--- config.mk ---
export PLATFORM = sky130hd
export DESIGN_NAME = demux4_deser
export DESIGN_NICKNAME = d
export VERILOG_FILES = /design/src/rtl/demux4_deser.sv
export SDC_FILE = /design/constraint.sdc
export NUM_CORES = 1
export LEC_CHECK = 0
export CORE_AREA = 5 5 42 44
export DETAILED_ROUTE_END_ITERATION = 16
export DIE_AREA = 0 0 47 49
export GPL_ROUTABILITY_DRIVEN = 0
export GPL_TIMING_DRIVEN = 0
export PLACE_DENSITY = 0.78
export SYNTH_ARGS = -nofsm -noshare
export SYNTH_HDL_FRONTEND = slang
export SYNTH_SLANG_ARGS = --single-unit
export TNS_END_PERCENT = 10
--- constraint.sdc ---
create_clock -name clock -period 1.7 [get_ports clock]
set_clock_uncertainty 0.1 [all_clocks]
set_input_delay 0.34 -clock clock [delete_from_list [all_inputs] [get_ports clock]]
set_output_delay 0.34 -clock clock [all_outputs]
set_load 0.005 [all_outputs]
--- src/rtl/demux4_deser.sv ---
// Receive-side 4-lane de-multiplexer: serial beats u,v,w,x -> registered parallel lanes.
// Define DEMUX_PARITY_EN to add a 5th even-parity beat per frame (sel widens to 3 bits).
module demux4_deser #(
    parameter int WIDTH = 1
) (
    input  logic             clock,
    input  logic             reset,
    input  logic [WIDTH-1:0] din,
    input  logic             din_valid,
    input  logic             sync,
    output logic [WIDTH-1:0] u,
    output logic [WIDTH-1:0] v,
    output logic [WIDTH-1:0] w,
    output logic [WIDTH-1:0] x,
`ifdef DEMUX_PARITY_EN
    output logic [2:0]       sel,
`else
    output logic [1:0]       sel,
`endif
    output logic             frame_valid,
    output logic             frame_err
);

    // state | meaning
    // HUNT  | waiting for an accepted sync beat to find frame start
    // RUN   | aligned; collecting lane beats into the shadow registers

`ifdef DEMUX_PARITY_EN
    localparam int SEL_W = 3;
    localparam int NSH   = 4;
`else
    localparam int SEL_W = 2;
    localparam int NSH   = 3;
`endif
    // sel value of the beat that completes a frame (x, or parity when enabled)
    localparam logic [SEL_W-1:0] LAST = SEL_W'(NSH);

    typedef enum logic {HUNT, RUN} state_t;

    state_t           state_q, state_n;
    logic [SEL_W-1:0] sel_n;
    logic [WIDTH-1:0] shadow_q [NSH];
    logic             sh_we;
    logic [SEL_W-1:0] sh_idx;
    logic             load;
    logic             fv_n;
    logic             fe_n;

`ifdef DEMUX_PARITY_EN
    logic par_ok;
    assign par_ok = (din == (shadow_q[0] ^ shadow_q[1] ^ shadow_q[2] ^ shadow_q[3]));
`endif

    always_comb begin
        state_n = state_q;
        sel_n   = sel;
        sh_we   = 1'b0;
        sh_idx  = sel;
        load    = 1'b0;
        fv_n    = 1'b0;
        fe_n    = 1'b0;
        if (din_valid) begin
            case (state_q)
                HUNT: begin
                    if (sync) begin
                        sh_we   = 1'b1;
                        sh_idx  = '0;
                        sel_n   = SEL_W'(1);
                        state_n = RUN;
                    end
                end
                RUN: begin
                    if (sync && (sel != '0)) begin
                        // misaligned sync: drop the partial frame, restart at lane u
                        fe_n   = 1'b1;
                        sh_we  = 1'b1;
                        sh_idx = '0;
                        sel_n  = SEL_W'(1);
                    end else if (sel == LAST) begin
                        sel_n = '0;
`ifdef DEMUX_PARITY_EN
                        load  = par_ok;
                        fv_n  = par_ok;
                        fe_n  = !par_ok;
`else
                        load  = 1'b1;
                        fv_n  = 1'b1;
`endif
                    end else begin
                        sh_we = 1'b1;
                        sel_n = sel + 1'b1;
                    end
                end
                default: state_n = HUNT;
            endcase
        end
    end

    always_ff @(posedge clock) begin
        if (reset) begin
            state_q     <= HUNT;
            sel         <= '0;
            frame_valid <= 1'b0;
            frame_err   <= 1'b0;
            u           <= '0;
            v           <= '0;
            w           <= '0;
            x           <= '0;
            for (int i = 0; i < NSH; i++) shadow_q[i] <= '0;
        end else begin
            state_q     <= state_n;
            sel         <= sel_n;
            frame_valid <= fv_n;
            frame_err   <= fe_n;
            for (int i = 0; i < NSH; i++) begin
                if (sh_we && (sh_idx == SEL_W'(i))) shadow_q[i] <= din;
            end
            if (load) begin
                u <= shadow_q[0];
                v <= shadow_q[1];
                w <= shadow_q[2];
`ifdef DEMUX_PARITY_EN
                x <= shadow_q[3];
`else
                x <= din;
`endif
            end
        end
    end

endmodule

==> flow_summary.json, run 1 <==
{
  "grt_pass1_wl_um": 1814,
  "final_area_um2": 754.5,
  "cp.buffers_inverters": 1,
  "syn2layout_area_growth_pct": 32.53,
  "synth_common_cells": "9 x dfxtp_1, 8 x nand2b_1, 4 x a21oi_1, 4 x mux2i_1, 3 x edfxtp_1",
  "synth_top_area_share_pct": 31.65,
  "worstMarginPinSlew_ns": 0.3921,
  "nets": 80,
  "syn_area_per_cell_um2": 9.988,
  "core.rowCount": 14,
  "synth.largest_area_cell": "dfxtp_1",
  "coreArea_um2": 1401,
  "async_flop_share_pct": 0,
  "fin_crit_sh_pct": 95.41,
  "ys.flop_type": "dfxtp_1",
  "finish.utilization_pct": 53.84,
  "critical_path.top_delay_family": "compound AO/OA/AOI/OAI gates",
  "cp_cell_sequence": "inv_1 > ha_1 > nand2_1 > a311oi_2 > a31o_1",
  "grt-ovfl-total": 0,
  "rsz0062_at_grt": "true",
  "synth_top_cells_by_area": "dfxtp_1 32%, edfxtp_1 16%, nand2b_1 8.8%",
  "relSlewSlack_pct": 73.86,
  "startpoint_type": "register",
  "numCtsBuffers": 3,
  "crit_arrival_ns": 1.52,
  "grt_pass1_vias": 446,
  "status": "completed",
  "drc": 0,
  "dpl_cell_area_um2": 699.4,
  "die_h_um": 49,
  "portBuffers": 11,
  "diodes": 0,
  "track_usage_pct": 11.63,
  "reg2reg_depth": 5,
  "p_leak_nw": 0.2755,
  "cts_max_level": 1,
  "cts_hold_buf": 0,
  "holdPathStages": 3,
  "yosys_warnings": 0,
  "cts_root_buf": "clkbuf_4",
  "min_path_type": "input port to register",
  "clock_sinks": 12,
  "cts_tree": "yes",
  "cts.path.max_buffers": 2,
  "drt-pass1-iter-count": 4,
  "ios": 13,
  "start_util_pct": 40.63,
  "finalHoldViolations": 0,
  "grt_start_max_net_pins": 11,
  "post_drt_via_cell_ratio": 5.511,
  "hpwl_um": 745.5,
  "die_w_um": 47,
  "vdd_ir_drop_max_v": 0.0003696,
  "fin_ws_ns": 0.07805,
  "clock_latency_ns": 0.27,
  "antenna_found_initial": 0,
  "dpl_worst_slack_ns": -0.1238,
  "postCtsSetupBuffers": 0,
  "synth.distinct_cells": 26,
  "synth_edf_count": 3,
  "num_vias": 485,
  "die_area_um2": 2303,
  "yosysSeqAreaShare_pct": 47.47,
  "critPathMaxFanout": 7,
  "crit_required_ns": 1.59,
  "max_freq_mhz": 616.5,
  "synth.most_common_cell": "dfxtp_1",
  "report.final.slew_viol_count": 0,
  "syn_area_um2": 569.3,
  "finalSetupViolCount": 0,
  "drive_above_1_share_pct": 15.28,
  "wl_per_cell_um": 12.68,
  "drt_iter0_markers": 15,
  "path_clk_slew_ns": 0.07,
  "wl_um": 1116,
  "syn_inst": 57,
  "p_per_area_nw_per_um2": 786.5,
  "crit_cells": 5,
  "ant_nets": 0,
  "synth_seq_cells": 12,
  "end_kind": "register",
  "syn_nets": 64,
  "path_class": "register to register",
  "slowest_stage": "dfxtp_4",
  "max_cap_viol_count": 0,
  "critPathMaxStageDelay_ns": 0.37,
  "min_period_ns": 1.622
}
## state kept, by name, indices dropped and copies added, names as in the netlist
register     flops
shadow_q         3
sel              2
frame_err        1
frame_valid      1
state_q          1
u                1
v                1
w                1
x                1
## metal layers
metal	share of wire [%]	vias to the layer above	track usage (%)	wire length, um
li1	-	236	-	-
met4	3.6	0	11.06	40
met2	47	15	14.93	520
met5	0	-	0	0
met3	6.5	4	4.428	73
met1	43	230	13.93	482
## path summary, 6_finish.rpt
path	from	endpoint	slack, ns
max	sel[0]	shadow_q[0][1]	0.08
min	din_valid	sel[1]	0.31
max reg2reg	sel[0]	shadow_q[0][1]	0.08
min reg2reg	w	w	0.38
## worst min-delay path: stages
cell,delay (ns)
buf_2,0.15
nand4_1,0.10
a21oi_1,0.06
## repair_timing
| action | CTS | global route |
|---|---|---|
| setup endpoints to repair | 2 | 6 |
| gates resized for setup | 2 | 4 |
| pin swaps | 0 | 1 |
| endpoints found under the hold margin | 0 | 0 |
## cells by family (layout without fill, tap and decap cells)
family / Yosys count / count (layout) / share of synthesized area [%]
AOI/OAI and AO/OA: 11 / 11 / 12.75
muxes: 4 / 4 / 7.033
and+or+nand+nor: 23 / 23 / 24.62
buffers and inverters: 5 / 20 / 3.736
DFF: 12 / 12 / 47.47
adders and majority gates: 2 / 2 / 4.395
## area by class of cell
class / instances / area (um2)
fillers: 137 / 646.9
repair buffers: 11 / 110.1
inverters: 2 / 7.507
multi-input cells: 40 / 289.0
plain buffers: 3 / 13.76
clock buffers: 4 / 36.28
well taps: 16 / 20.02
flip-flops and latches: 12 / 277.8
## report_power, final
| part | total, mW | switching (mW) | internal [mW] |
|---|---|---|---|
| clock | 0.224 | 0.0941 | 0.130 |
| sequential | 0.309 | 0.00870 | 0.300 |
| combinational | 0.0602 | 0.0294 | 0.0309 |
## cells in the final DEF, fill, tap and decap left out, drive strengths merged
cell type	n
dfxtp	9
a21oi	4
clkbuf	5
nand3	1
or4	1
inv	2
o21ai	2
mux2i	4
buf	2
nor3	1
a31o	2
nor3b	1
edfxtp	3
ha	2
and4	1
nor2b	1
nand4	2
a311oi	1
nand2b	9
a211o	1
a211oi	1
nand2	3
nor2	2
clkdlybuf4s50	11
nand3b	1
## through the flow
stage | std cells | hold slack (ns) | TNS [ns] | total power [mW]
after global placement | 84 | 0.3569 | -0.3464 | 0.3713
after floorplan | 57 | 0.3644 | 0 | 0.3497
final | 88 | 0.3107 | 0 | 0.5934
after CTS | 88 | 0.2809 | 0 | 0.6065
after detailed placement | 84 | 0.3699 | -0.4301 | 0.3724
after global routing | 88 | 0.3230 | -0.05062 | 0.6297
Power figures use the tool's default switching activity.
==> run 2, diff against run 1 <==
CTS_CLUSTER_DIAMETER = 30   (was not set)
==> results of run 2 <==
The final DEF is identical to that of run 1; final timing and power are the same.
==> run 3, diff against run 2 <==
CORE_AREA = not set   (was 5 5 42 44)
CORE_MARGIN = 5   (was not set)
CORE_UTILIZATION = 35   (was not set)
CTS_BUF_LIST = sky130_fd_sc_hd__clkbuf_16   (was not set)
DIE_AREA = not set   (was 0 0 47 49)
PLACE_DENSITY = not set   (was 0.78)
==> flow_summary.json, run 3 (synthesis results as in run 1) <==
{
  "status": "completed",
  "diodes": 0,
  "die_w_um": 50.33,
  "die_h_um": 50.33,
  "grt_start_max_net_pins": 11,
  "crit_required_ns": 1.72,
  "cts.path.max_buffers": 2,
  "vdd_ir_drop_max_v": 0.0005105,
  "grt_pass1_vias": 415,
  "wl_per_cell_um": 12.35,
  "hpwl_um": 781.2,
  "grt-ovfl-total": 0,
  "startpoint_type": "register",
  "cts_tree": "yes",
  "drt_iter0_markers": 6,
  "r2r-end": "v",
  "clock_sinks": 12,
  "track_usage_pct": 9.420,
  "holdCritStartpoint": "din_valid",
  "fin_crit_sh_pct": 94.91,
  "r2r_start": "sel[0]",
  "die_area_um2": 2533,
  "regMostFlops": "shadow_q",
  "placed_cells": 84,
  "nets": 80,
  "clockPowerShare_pct": 53.4,
  "power_uw": 795.4,
  "min_period_ns": 1.613,
  "cts_hold_buf": 0,
  "min_path_type": "input port to register",
  "swShare_pct": 19.30,
  "drive_above_1_share_pct": 13.89,
  "max_freq_mhz": 619.8,
  "syn2layout_area_growth_pct": 38.24,
  "antenna_found_initial": 0,
  "wl_um": 1087,
  "cts_max_level": 1,
  "clock_latency_ns": 0.24,
  "critPathMaxFanout": 7,
  "hold_ws_ns": 0.3604,
  "seq_area_um2": 272.8,
  "largest_reg_flops": 3,
  "holdPathStages": 3,
  "core.rowCount": 14,
  "finalSetupViolCount": 0,
  "cts_resized": 0,
  "holdPathEnd": "sel[1]",
  "final_cell_mix": "11 x clkdlybuf4s50_1, 8 x nand2b_1, 7 x dfxtp_1, 4 x a21oi_1, 4 x mux2i_1",
  "p_per_area_nw_per_um2": 1011,
  "relSlewSlack_pct": 72.33,
  "coreArea_um2": 1524,
  "fillers": 137,
  "multiInputGateArea_um2": 284.0,
  "grt_pass1_wl_um": 1780,
  "final_common_cell": "clkdlybuf4s50_1",
  "drt-pass1-iter-count": 4,
  "ant_nets": 0,
  "reg2reg_depth": 6,
  "num_vias": 465,
  "p_int_uw": 641.9,
  "rsz0062_at_grt": "false",
  "cts_root_buf": "clkbuf_16",
  "postCtsSetupBuffers": 0,
  "path_clk_slew_ns": 0.04,
  "worstMarginPinSlew_ns": 0.4150,
  "post_drt_via_cell_ratio": 5.284,
  "switching_power_uw": 153.5,
  "ios": 13,
  "crit_arrival_ns": 1.64,
  "comb_power_share_pct": 7.3,
  "report.final.slew_viol_count": 0,
  "drc": 0,
  "r2r_slack_ns": 0.09,
  "portBuffers": 11,
  "top_regs": "shadow_q (3), sel (2)",
  "max_cap_viol_count": 0,
  "finish.utilization_pct": 51.64,
  "path_class": "register to register",
  "end_kind": "register",
  "p_leak_nw": 0.2847,
  "numCtsBuffers": 3,
  "start_util_pct": 37.36,
  "finalHoldViolations": 0,
  "final.setup.tns_ns": 0,
  "stdcell_count": 88,
  "pwr-share-seq_pct": 39.2
}
## run 3: cell types whose count changed in the layout (fill, tap and decap cells not counted)
cell	change
nand2b_2	+1
clkbuf_8	-1
clkbuf_4	-3
clkbuf_16	+3
dfxtp_2	+2
nand2b_4	-1
dfxtp_4	-2
clkinv_1	+1
## run 3: area by class of cell
type | instances | area share (%)
Timing Repair Buffer | 11 | 13.99
Clock buffer | 3 | 9.539
Inverter | 2 | 0.9539
Multi-Input combinational cell | 40 | 36.09
Sequential cell | 12 | 34.66
Clock inverter | 1 | 0.4769
Buffer | 3 | 1.749
Tap cell | 16 | 2.544
## run 3: layer usage
layer	GRT usage (%)	vias to the layer above	part of all wire, %
li1	-	238	-
met1	11.49	216	49
met2	12.34	9	44
met3	3.846	2	5.9
met4	8.511	0	1.3
met5	0	-	0
## run 3: per-stage QoR
| stage | instance area, um2 | setup slack [ns] |
|---|---|---|
| final | 787.0 | 0.08660 |
| after global routing | 787.0 | 0.005326 |
| after CTS | 778.2 | 0.007581 |
| after detailed placement | 699.4 | -0.1517 |
| after global placement | 699.4 | -0.1578 |
| after floorplan | 569.3 | 0.1397 |
## run 3: worst max-delay path by stage
stage	startpoint	end
after detailed placement	reset	shadow_q[0][0]
after global routing	sel[0]	shadow_q[0][1]
after global placement	reset	shadow_q[0][0]
after floorplan	sel[0]	shadow_q[0][1]
after CTS	sel[0]	w
final	sel[0]	v
## run 3: worst max-delay path, cell delays in order, from the launching register on
cell      delay [ns]
dfxtp_2         0.38
inv_1           0.09
ha_1            0.22
nand2b_2        0.22
and4_1          0.22
buf_2           0.15
mux2i_1         0.11
## run 3: power groups by stage
stage	combinational, mW	clock [mW]	sequential (mW)
after floorplan	0.0347	0	0.315
after global placement	0.0565	0	0.316
after detailed placement	0.0563	0	0.316
after CTS	0.0566	0.438	0.311
after global routing	0.0652	0.450	0.313
final	0.0582	0.425	0.312
==> variant 1 (settings of run 3) <==
Build with the macro `DEMUX_PARITY_EN` defined.
--- a/src/rtl/demux4_deser.sv
+++ b/src/rtl/demux4_deser.sv
@@ -1,4 +1,6 @@
 // Receive-side 4-lane de-multiplexer: serial beats u,v,w,x -> registered parallel lanes.
 // Define DEMUX_PARITY_EN to add a 5th even-parity beat per frame (sel widens to 3 bits).
+`define DEMUX_PARITY_EN
+
 module demux4_deser #(
     parameter int WIDTH = 1
Interface: changed (resized sel); port bits go from 13 to 14. No check against the original RTL was run, so the function may have changed too.
==> variant 1 against run 3 <==
Total power grew 15%; worst setup slack worse by 0.051 ns; global-route usage grew 0.11 points; core utilization decreased by 0.25 points; area after synthesis grew 29%; design area is 29% higher; sequential share of layout area decreased by 3.0 points; via count is 27% higher; fmax fell by 3.1%; sequential cell count rose by 2; routed wire length grew 33%; die area increased by 23%; critical endpoint is now frame_err; highest routed layer unchanged.
==> variant 1: results (changes against run 3) <==
outcome: finished clean
DR iter-0 viols: 16 (+10)
Max Fanout on Critical Path: 2 (-5)
Post-synth top flop: dfxtp_1
Worst Setup Start Kind: flip-flop
CP max stage delay: 0.41 ns (+0.03 ns)
Synth warnings: 0 (unchanged)
Post-synth EDFFs: 4 (+1)
clk slew on worst S/H paths: 0.05 ns
biggest regs: shadow_q (4), sel (3)
worst-skew pair later-pin latency: 0.24 ns (about the same)
root buf cell: clkbuf_16
vias in the first global route: 568 (+37%)
final net count: 100 (+25%)
slowest cell on the critical path: edfxtp_1
syn_nets: 81 (+27%)
final WL: 1.446 mm (+33%)
Synth cell types: 31 (+19%)
WP data arrival: 1.70 ns (+0.06 ns)
ant diodes: 0 (unchanged)
Area contributors post-synth: dfxtp_1 (27%), edfxtp_1 (16%), nand2b_1 (9.4%)
IO Port Bufs: 11 (unchanged)
reg2reg start: shadow_q[0]
Worst Tran Pin Value: 0.4355 ns (+0.02055 ns)
hpwl dp: 990.4 µm (+27%)
pre-CTS setup slack: -0.2830 ns (-0.1313 ns)
vias per inst: 4.975 (-5.9%)
first-pass GRT wire length: 2.401 mm (+35%)
register area share after synthesis: 43.54% (-3.9 points)
Bufs on Longest Clock Path: 2 (unchanged)
ys async rst share: 0% (unchanged)
min-delay worst type: flip-flop to flip-flop
Peak VDD IR: 0.0005344 V (+4.7%)
Post-synth top cells: nand2b_1 (11), dfxtp_1 (10), nor2_1 (5)
P_leak: 0.3730 nW (+31%)
clock buffer count from CTS: 3 (unchanged)
Hold Path Origin: w
Overall Global Routing Usage: 9.535% (+0.11 points)
share of layout cells above drive strength 1: 18.48% (+4.6 points)
variant 1: changes by cell type in the layout (fill, tap and decap cells not counted), sizes merged, moves of 2 or more:
cell           run 3  this run
clkbuf             4         6
nand4              2         0
o21bai             0         2
nor2               2         5
nor4               0         2
and3               0         2
nand2b             9        11
nor2b              1         3
variant 1: where the power goes:
| group | leakage, nW | internal [W] | switching (W) | total [W] |
|---|---|---|---|---|
| registers | 0.124 | 0.000354 | 0.0000107 | 0.000364 |
| logic | 0.207 | 0.0000601 | 0.0000522 | 0.000112 |
| clock network | 0.0423 | 0.000310 | 0.000126 | 0.000436 |
variant 1: worst paths after layout:
kind	to	slack, ns	depth (start not counted)
min	w	0.36	2
max reg2reg	frame_err	0.04	5
max	frame_err	0.04	5
min reg2reg	w	0.36	2
variant 1: critical path, delay by kind of cell (launching register included):
kind / cells / cell delay [ns]
buf+inv: 1 / 0.16
compound gates: 1 / 0.06
xor+xnor: 2 / 0.64
simple gates: 1 / 0.20
flops: 1 / 0.41
variant 1: cell type report:
class                   instances  area, µm²
clock buffers                   3      75.07
multi-input cells              55      429.2
inverters                       2      7.507
flip-flops and latches         14      322.8
fillers                       177      963.4
well taps                      27      33.78
clock inverters                 1      3.754
repair buffers                 14      135.1
plain buffers                   3      11.26
variant 1: what timing repair did:
| item | CTS | global route |
|---|---|---|
| endpoints found under the setup margin | 10 | 9 |
| buffers inserted | 1 | 2 |
| resized for setup | 3 | 7 |
| pin swaps | 1 | 4 |
| hold buffers | 0 | 0 |
| cloned | 0 | 0 |
variant 1: routing by layer:
layer	global-route usage (%)	share of wire, %	vias to the layer above	wire (µm)
met1	11.36	46	275	663
met4	5.085	0.97	0	14
met3	3.480	5.5	2	79
met2	14.86	48	18	689
met5	0	0	-	0
li1	-	-	297	-
variant 1: per-stage QoR:
| step | setup TNS [ns] | area [µm²] | instances | total power, W | utilization (%) |
|---|---|---|---|---|---|
| 3_5_place_dp | -1.947 | 879.6 | 112 | 0.0004555 | 44.38 |
| 2_1_floorplan | 0 | 735.7 | 74 | 0.0004298 | - |
| 5_1_grt | -0.1521 | 1018 | 119 | 0.0009492 | 51.39 |
| 3_3_place_gp | -1.824 | 879.6 | 112 | 0.0004541 | 44.38 |
| 4_1_cts | -0.1355 | 970.9 | 117 | 0.0008946 | 48.99 |
| 6_report | 0 | 1018 | 119 | 0.0009130 | 51.39 |
variant 1: logic make-up after synthesis:
logic type	after synthesis	share of synthesized area, %
AO/OA/AOI/OAI	15	13.78
XOR/XNOR	3	5.442
adder cells (fa/ha/maj)	2	3.401
buffers and inverters	5	2.551
flip-flops	14	43.54
multiplexers	4	5.442
AND/OR/NAND/NOR	31	25.85
==> variant 2 (flow settings as in run 3) <==
Without the edit above. Make the reset (`reset`) asynchronous in one clocked block.
--- a/src/rtl/demux4_deser.sv
+++ b/src/rtl/demux4_deser.sv
@@ -97,5 +97,5 @@
     end
 
-    always_ff @(posedge clock) begin
+    always_ff @(posedge clock or posedge reset) begin
         if (reset) begin
             state_q     <= HUNT;
Behaviour: differs if reset is asserted again (counterexample within 4 cycles, from zero or initial values and one cycle with reset high); with reset held inactive, the same outputs for 10 cycles.
==> variant 2 against run 3 <==
Sequential share of layout area rose by 3.3 points; first-iteration DRC count fell by 17%; worst setup slack got worse by 0.033 ns; core utilization rose by 1.3 points; sequential cell count did not move; design area rose by 1.4%; fmax fell by 2.0%; area after synthesis fell by 1.3%; via count fell by 15%; routed wire length fell by 6.7%.
Power is not compared: it rests on default switching activity, and its combinational part moved more than twofold at a synthesized area within 25%.
==> variant 2: results (changes against run 3) <==
outcome: finished clean
Power Sequential: 0.000488 W
root buf cell: clkbuf_16
ys async rst share: 100.0% (+100 points)
Int Pwr: 0.001026 W
largest net degree at the start of global routing: 13 (+2)
slowest cell on the critical path: clkdlybuf4s50_1
DR iter-0 viols: 5 (-1)
via count: 397 (-15%)
htree depth: 1 (unchanged)
syn_nets: 52 (-19%)
IO Port Bufs: 12 (+1)
share of layout cells above drive strength 1: 22.58% (+8.7 points)
CP max stage delay: 0.53 ns (+0.15 ns)
Overall Global Routing Usage: 9.175% (-0.25 points)
vias in the first global route: 394 (-5.1%)
delay-heaviest family, CP: buffers and inverters
hpwl dp: 696.5 µm (-11%)
mean post-synth cell area: 12.48 µm² (+25%)
initial antenna violation count: 0 (unchanged)
Slew Viols, Final: 0 (unchanged)
final net count: 70 (-13%)
Area contributors post-synth: dfrtp_1 (53%), mux2_4 (11%), ha_1 (4.5%)
placed cells: 73 (-13%)
final WL: 1.014 mm (-6.7%)
clk slew on worst S/H paths: 0.04 ns (about the same)
register area share after synthesis: 53.45% (+6.0 points)
first-pass GRT wire length: 1.718 mm (-3.5%)
Post-synth top cells: dfrtp_1 (12), inv_1 (5), mux2_4 (4)
Max Fanout on Critical Path: 8 (+1)
P_leak: 0.3737 nW
Peak VDD IR: 0.0008010 V
Synth warnings: 0 (unchanged)
Synth cell types: 20 (-23%)
clock buffer count from CTS: 3 (unchanged)
Comb power: 0.000471 W
TritonRoute pass-1 iters: 4 (unchanged)
WP data arrival: 1.21 ns (-0.43 ns)
WL/cell: 13.00 µm (+5.2%)
ant diodes: 0 (unchanged)
Post-synth EDFFs: 0 (-3)
Worst Tran Pin Value: 0.4457 ns (+0.03069 ns)
Clock Power: 0.000422 W
Bufs on Longest Clock Path: 2 (unchanged)
min-delay worst type: input port to asynchronous set/reset pin
variant 2: per-layer routing:
| metal | vias up | track usage [%] | routed length [µm] |
|---|---|---|---|
| li1 | 193 | - | - |
| met3 | 3 | 5.120 | 114 |
| met2 | 20 | 11.92 | 415 |
| met5 | - | 0 | 0 |
| met4 | 0 | 5.240 | 21 |
| met1 | 181 | 11.60 | 463 |
variant 2: kinds of logic after synthesis:
kind of cell	Yosys count	share of synthesized area [%]
buffers and inverters	5	3.341
AOI/OAI and AO/OA	6	8.017
muxes	7	16.70
adders and majority gates	2	4.454
DFF	12	53.45
and+or+nand+nor	13	14.03
variant 2: through the flow:
stage	utilization (%)	cell area [µm²]	TNS [ns]	worst slack, ns	hold slack, ns
global route	52.99	798.3	0	0.01341	0.3772
floorplan	-	561.8	0	0.08704	0.1047
detailed placement	46.59	701.9	-0.9156	-0.1527	0.3863
finish	52.99	798.3	0	0.05409	0.3185
CTS	51.91	782.0	0	0.01744	0.3440
global placement	46.59	701.9	-0.7291	-0.1425	0.3733
variant 2: final timing paths:
check,startpoint,end,slack (ns),cells past startpoint
min,reset,x,0.32,2
min in group clock,shadow_q[1],shadow_q[1],0.39,1
min reg2reg,shadow_q[1],shadow_q[1],0.39,1
max,sel[0],sel[0],0.05,1
max in group asynchronous,reset,sel[0],0.85,2
max reg2reg,sel[0],shadow_q[2],0.12,4
variant 2: layout make-up:
class	count	area (µm²)
Fill cell	130	708.2
Tap cell	16	20.02
Clock inverter	1	3.754
Multi-Input combinational cell	28	250.2
Inverter	5	18.77
Clock buffer	3	75.07
Sequential cell	12	302.8
Timing Repair Buffer	13	127.6
variant 2: what timing repair did:
item,in CTS,in global routing
endpoints found under the setup margin,7,7
gates resized for setup,1,3
setup buffers,0,1
pin swaps,0,1
